### src/rtl/dac_out_pkg.sv
// Shared definitions for the DAC output stage and its neighbours.
//   SAMPLE_W   : default voice sample width, shared with the voice output mux
//   dac_mode_e : modulation mode select (PWM / first-order sigma-delta)
package dac_out_pkg;

  localparam int SAMPLE_W = 12;

  typedef enum logic {
    MODE_PWM = 1'b0,
    MODE_SD  = 1'b1
  } dac_mode_e;

endpackage

### src/rtl/dac_out_stage_tick_div.sv
// tick_div: clock-enable divider, one tick every div+1 clocks while enabled.
// Ports:
//   clk, rst_n : clock, async active-low reset
//   en         : enable; low parks the counter at all ones
//   div        : divide setting (tick period = div+1 clocks)
//   tick       : single-cycle clock enable
// The counter parks at all ones, so the first enabled clock always ticks.
// Comparing with >= lets a lowered div take effect on the very next clock
// instead of waiting for the counter to roll over.
module tick_div #(
  parameter int DIV_W = 4
) (
  input  logic             clk,
  input  logic             rst_n,
  input  logic             en,
  input  logic [DIV_W-1:0] div,
  output logic             tick
);

  logic [DIV_W-1:0] div_cnt_q, div_cnt_d;

  assign tick = en && (div_cnt_q >= div);

  always_comb begin
    div_cnt_d = div_cnt_q;
    if (!en)       div_cnt_d = '1;
    else if (tick) div_cnt_d = '0;
    else           div_cnt_d = div_cnt_q + 1'b1;
  end

  always_ff @(posedge clk or negedge rst_n) begin
    if (!rst_n) div_cnt_q <= '1;
    else        div_cnt_q <= div_cnt_d;
  end

endmodule

### src/rtl/dac_out_stage.sv
// dac_out_stage: converts an M-bit unsigned voice sample into a 1-bit DAC
// stream, either fixed-period PWM or first-order sigma-delta.
// Ports:
//   clk, rst_n : clock, async active-low reset
//   en         : stage enable; low forces idle (output 0, counters parked)
//   mode       : 0 = PWM, 1 = sigma-delta (applies from the next tick)
//   div        : tick every div+1 clocks
//   sample_in  : unsigned sample from the voice mux
//   sample_req : one-clock pulse after sample_in was latched
//   dac_out    : registered 1-bit DAC output
// A new sample is latched once per 2^M ticks, at the period wrap. All
// outputs come straight from flops.
module dac_out_stage
  import dac_out_pkg::*;
#(
  parameter int M     = SAMPLE_W,
  parameter int DIV_W = 4
) (
  input  logic             clk,
  input  logic             rst_n,
  input  logic             en,
  input  logic             mode,
  input  logic [DIV_W-1:0] div,
  input  logic [M-1:0]     sample_in,
  output logic             sample_req,
  output logic             dac_out
);

  logic         tick;
  logic [M-1:0] pwm_cnt_q, pwm_cnt_d;
  logic [M-1:0] sample_q, sample_d;
  logic [M-1:0] acc_q, acc_d;
  logic         dac_q, dac_d;
  logic         req_q, req_d;

  logic         wrap;
  logic [M-1:0] s_sel;
  logic [M-1:0] pwm_next;
  logic [M:0]   sd_sum;

  tick_div #(.DIV_W(DIV_W)) u_tick_div (
    .clk   (clk),
    .rst_n (rst_n),
    .en    (en),
    .div   (div),
    .tick  (tick)
  );

  // At the wrap tick the fresh sample is used immediately, so slot 0 of
  // a period already reflects the value being latched.
  assign wrap     = (pwm_cnt_q == '1);
  assign s_sel    = wrap ? sample_in : sample_q;
  assign pwm_next = pwm_cnt_q + 1'b1;
  assign sd_sum   = {1'b0, acc_q} + {1'b0, s_sel};

  always_comb begin
    pwm_cnt_d = pwm_cnt_q;
    sample_d  = sample_q;
    acc_d     = acc_q;
    dac_d     = dac_q;
    req_d     = 1'b0;
    if (!en) begin
      // Parking pwm_cnt at all ones makes the first enabled tick a wrap.
      pwm_cnt_d = '1;
      acc_d     = '0;
      dac_d     = 1'b0;
    end else if (tick) begin
      pwm_cnt_d = pwm_next;
      req_d     = wrap;
      if (wrap) sample_d = sample_in;
      if (mode == MODE_SD) begin
        dac_d = sd_sum[M];
        acc_d = sd_sum[M-1:0];
      end else begin
        dac_d = (pwm_next < s_sel);
      end
    end
  end

  always_ff @(posedge clk or negedge rst_n) begin
    if (!rst_n) begin
      pwm_cnt_q <= '1;
      sample_q  <= '0;
      acc_q     <= '0;
      dac_q     <= 1'b0;
      req_q     <= 1'b0;
    end else begin
      pwm_cnt_q <= pwm_cnt_d;
      sample_q  <= sample_d;
      acc_q     <= acc_d;
      dac_q     <= dac_d;
      req_q     <= req_d;
    end
  end

  assign dac_out    = dac_q;
  assign sample_req = req_q;

endmodule

### config.mk
export PLATFORM = sky130hd
export DESIGN_NAME = dac_out_stage
export DESIGN_NICKNAME = d
export VERILOG_FILES = /design/src/rtl/dac_out_pkg.sv /design/src/rtl/dac_out_stage_tick_div.sv /design/src/rtl/dac_out_stage.sv
export SDC_FILE = /design/constraint.sdc
export NUM_CORES = 1
export LEC_CHECK = 0
export CAP_MARGIN = 25
export CORE_MARGIN = 5
export CORE_UTILIZATION = 45
export CTS_CLUSTER_DIAMETER = 200
export DETAILED_ROUTE_END_ITERATION = 8
export PLACE_DENSITY = 0.66
export SETUP_SLACK_MARGIN = 0.02
export SYNTH_ARGS = -nofsm -noshare
export SYNTH_HDL_FRONTEND = slang
export SYNTH_SLANG_ARGS = --single-unit
export TNS_END_PERCENT = 100
### constraint.sdc
create_clock -name clk -period 3.2 [get_ports clk]
set_clock_uncertainty 0.05 [all_clocks]
set_input_delay 0.8 -clock clk [delete_from_list [all_inputs] [get_ports clk]]
set_output_delay 0.8 -clock clk [all_outputs]
set_load 0.005 [all_outputs]
==> metrics.md <==
| Metric | Value |
|---|---|
| Initial antenna violation count | 0 |
| Number of CTS-inserted buffers | 5 |
| Detailed-route via count | 2513 |
| Critical Path Fanout Max | 3 |
| CP max stage cell | dfstp_2 |
| # fillers | 564 |
| # DRC | 0 |
| Via density | ~5.6 |
| Slew headroom | between 60% and 70% |
| Pwr Density | about 1300 nW/um2 |
| Clock buffer depth | 2 |
| Critical path launch point type | register |
| Starting Density | 46.7% |
| Setup Viol. Count Final | 0 |
| CP endpoint kind | register |
| Worst setup path class | reg -> reg |
| Status | complete, no violations |
| WP buf/inv | 0 |
| First-pass GRT wire length | 12.0 mm |
| Slew @ Worst Pin | 515 ps |
| RSZ-0062 raised after global routing | true |
| CP delay by family, top | compound AO/OA/AOI/OAI gates |
| Initial DRC Count | between 60 and 70 |
| Number of global-route vias before repair | 2582 |
| Post-synthesis sequential area ratio | 35.9% |
| Syn. warnings | 0 |
| Clock tree from TritonCTS | done |
| Unique masters post-synth | 52 |
| Core area | 6390 um2 |
| Max Cap Viol | 0 |
| Syn Inst Count | 308 |
| Die H | roughly 91 um |
| Total gr overflow | 0 |
| Crit path cell chain | nand4_1, nor3_4, mux2_4, ha_4, fa_2, a21oi_4, o2111ai_2, a21o_1, a21boi_2, xnor2_1, o31ai_1 |
| Layout Cells excl Fill | 445 |
| Worst slack, placed | -105 ps |
| Final net count | 416 |
| Commonest non-fill, non-tap cells in the layout | buf_4, nand2_1, dfrtp_1 |
| Syn avg cell area | between 9 and 10 um2 |
| Layout cells sized above 1 | a little under a third |
| Post-DP HPWL | 5.03 mm |
| Synth-to-layout area growth | 29.9% |
| Worst-Skew Late Latency | 310 ps |
| Post-Route WL | 7.14 mm |
| EDFF count, synth | 0 |
| Top_reg_cell synth | dfrtp_1 |
| Commonest non-fill, non-tap cell in the layout | buf_4 |
| Min Tclk post-route | between 3000 and 4000 ps |
| Tot Pwr | between 5 and 6 mW |
| ANT nets after route | 0 |
| Final Hold Vio Count | 0 |
| Clock root cell | clkbuf_8 |
| GP Congestion | 0.839 |
| Worst Path Arrival | 3240 ps |
| Max stage delay on crit path | 540 ps |
| Leak | 1.73 nW |
| Final period util | roughly 96% |
| Clk sinks | 42 |
| Number of diodes | 0 |
| Die width | approximately 91 um |
| Reg-to-Reg End | acc_q[10] |
| Wire length per cell | 16.0 um |
| Total track usage | 17.3% |
| FP Rows | 29 |
| Placed cell count | 428 |
| Largest net degree at the start of global routing | 43 |
| Post-route core utilization | 60.7% |
| R2R cell count | 11 |
| Reg-to-reg startpoint | pwm_cnt_q[11] |
| Maximum level of the CTS H-tree | 2 |
| Multi-input gate area | about 2000 um2 |
| Final worst setup slack | 121 ps |
| Synth async-reset ratio | 100% |
| Fmax | 0.325 GHz |
| Max-slew violations | 0 |
| Worst Hold Class | in -> async |
| IO Pins | 22 |
| Mapped Nets | approximately 360 |
| Pre-Repair DR Iteration Count | 4 |
| Register bit total from synthesis | 42 |
| Die area | 8360 um2 |
| Mapped Area | 2980 um2 |
| WP data required | 3360 ps |
| Register area | around 1100 um2 |
| Flop2flop setup slack | approximately 120 ps |
| Port buffer count | 21 |
| Peak VDD IR | a little over 0.0007 V |
| Clk slew on worst S/H paths | 90 ps |
-- power breakdown --
part           switching, mW  internal, mW  total, mW
sequential             0.168         0.809      0.978
combinational           1.81          1.85       3.66
clock                  0.209         0.282      0.491
-- per-stage QoR --
| stage | hold slack [ps] | TNS, ps | area (um2) |
|---|---|---|---|
| after floorplan | 425 | 0 | 2990 |
| after global placement | 433 | -134 | 3490 |
| after detailed placement | 442 | -194 | 3490 |
| after CTS | 463 | 0 | 3670 |
| after global routing | 373 | -115 | 3880 |
| final | 343 | 0 | 3880 |
-- worst register-to-register path, cell delays in order (launching register included) --
cell and delay (ps):
dfstp_2 540, nand4_1 180, nor3_4 340, mux2_4 350
ha_4 170, fa_2 390, a21oi_4 160, o2111ai_2 150
a21o_1 200, a21boi_2 150, xnor2_1 80, o31ai_1 230
-- sequential cells by signal (all words and copies together), names as in the netlist --
name / flops
acc_q: 12
pwm_cnt_q: 12
sample_q: 12
u_tick_div.div_cnt_q: 4
dac_out: 1
sample_req: 1
-- worst max path at each step --
stage / slack (ps) / cells after the start / end / startpoint
floorplan: 40 / 13 / dac_out / pwm_cnt_q[0]
global placement: -80 / 10 / dac_out / sample_in[0]
detailed placement: -110 / 10 / dac_out / sample_in[0]
CTS: 20 / 12 / acc_q[11] / pwm_cnt_q[0]
global route: -50 / 11 / acc_q[10] / pwm_cnt_q[11]
finish: 120 / 11 / acc_q[10] / pwm_cnt_q[11]
-- layout make-up --
class | count | share of cell area [%]
multi-input cells | 235 | 50.7
repair buffers | 62 | 13.8
well taps | 77 | 2.49
clock buffers | 6 | 2.42
flip-flops and latches | 42 | 27.6
clock inverters | 2 | 1.00
inverters | 21 | 2.03
-- routing by layer --
metal | routed length [um] | track usage [%] | share of wire (%) | vias to the layer above
met2 | 3410 | 28.2 | 48 | 54
li1 | - | - | - | 1230
met1 | 3290 | 23.1 | 46 | 1219
met3 | 335 | 3.72 | 4.7 | 10
met4 | 98 | 4.77 | 1.4 | 0
met5 | 0 | 0 | 0 | -
-- cells in the mapped netlist (all sizes together) (3+ instances only) --
cell type	count	share of area (%)
dfstp	16	14
xor2	11	3.2
ha	28	12
a21oi	23	3.9
inv	21	2.6
nand2b	4	0.84
clkbuf	7	0.88
o21bai	3	0.75
buf	3	0.59
o221ai	3	0.88
nand2	30	3.8
o211ai	4	1.0
o21a	3	0.75
mux2	21	8.2
and3	14	2.9
nor2	8	1.0
dfrtp	26	22
mux2i	6	2.0
nand3	13	2.8
o21ai	17	3.0
nand4	7	1.7
nor3	5	1.4
xnor2	9	2.6
-- what timing repair did --
item,4_1_cts,5_1_grt
pin swaps,7,17
setup endpoints to repair,3,7
buffers inserted,1,7
resized for setup,9,24
gates cloned,0,0
hold buffers,0,0
-- cell families after synthesis --
family                     after synthesis  share of synthesized area [%]
DFF                                     42                           35.9
buffers and inverters                   31                           4.11
xor gates and xnor gates                20                           5.87
and+or+nand+nor                         89                           16.2
AOI/OAI and AO/OA                       70                           15.3
muxes                                   27                           10.2
adders and majority gates               29                           12.4
(Power assumes the default switching activity.)
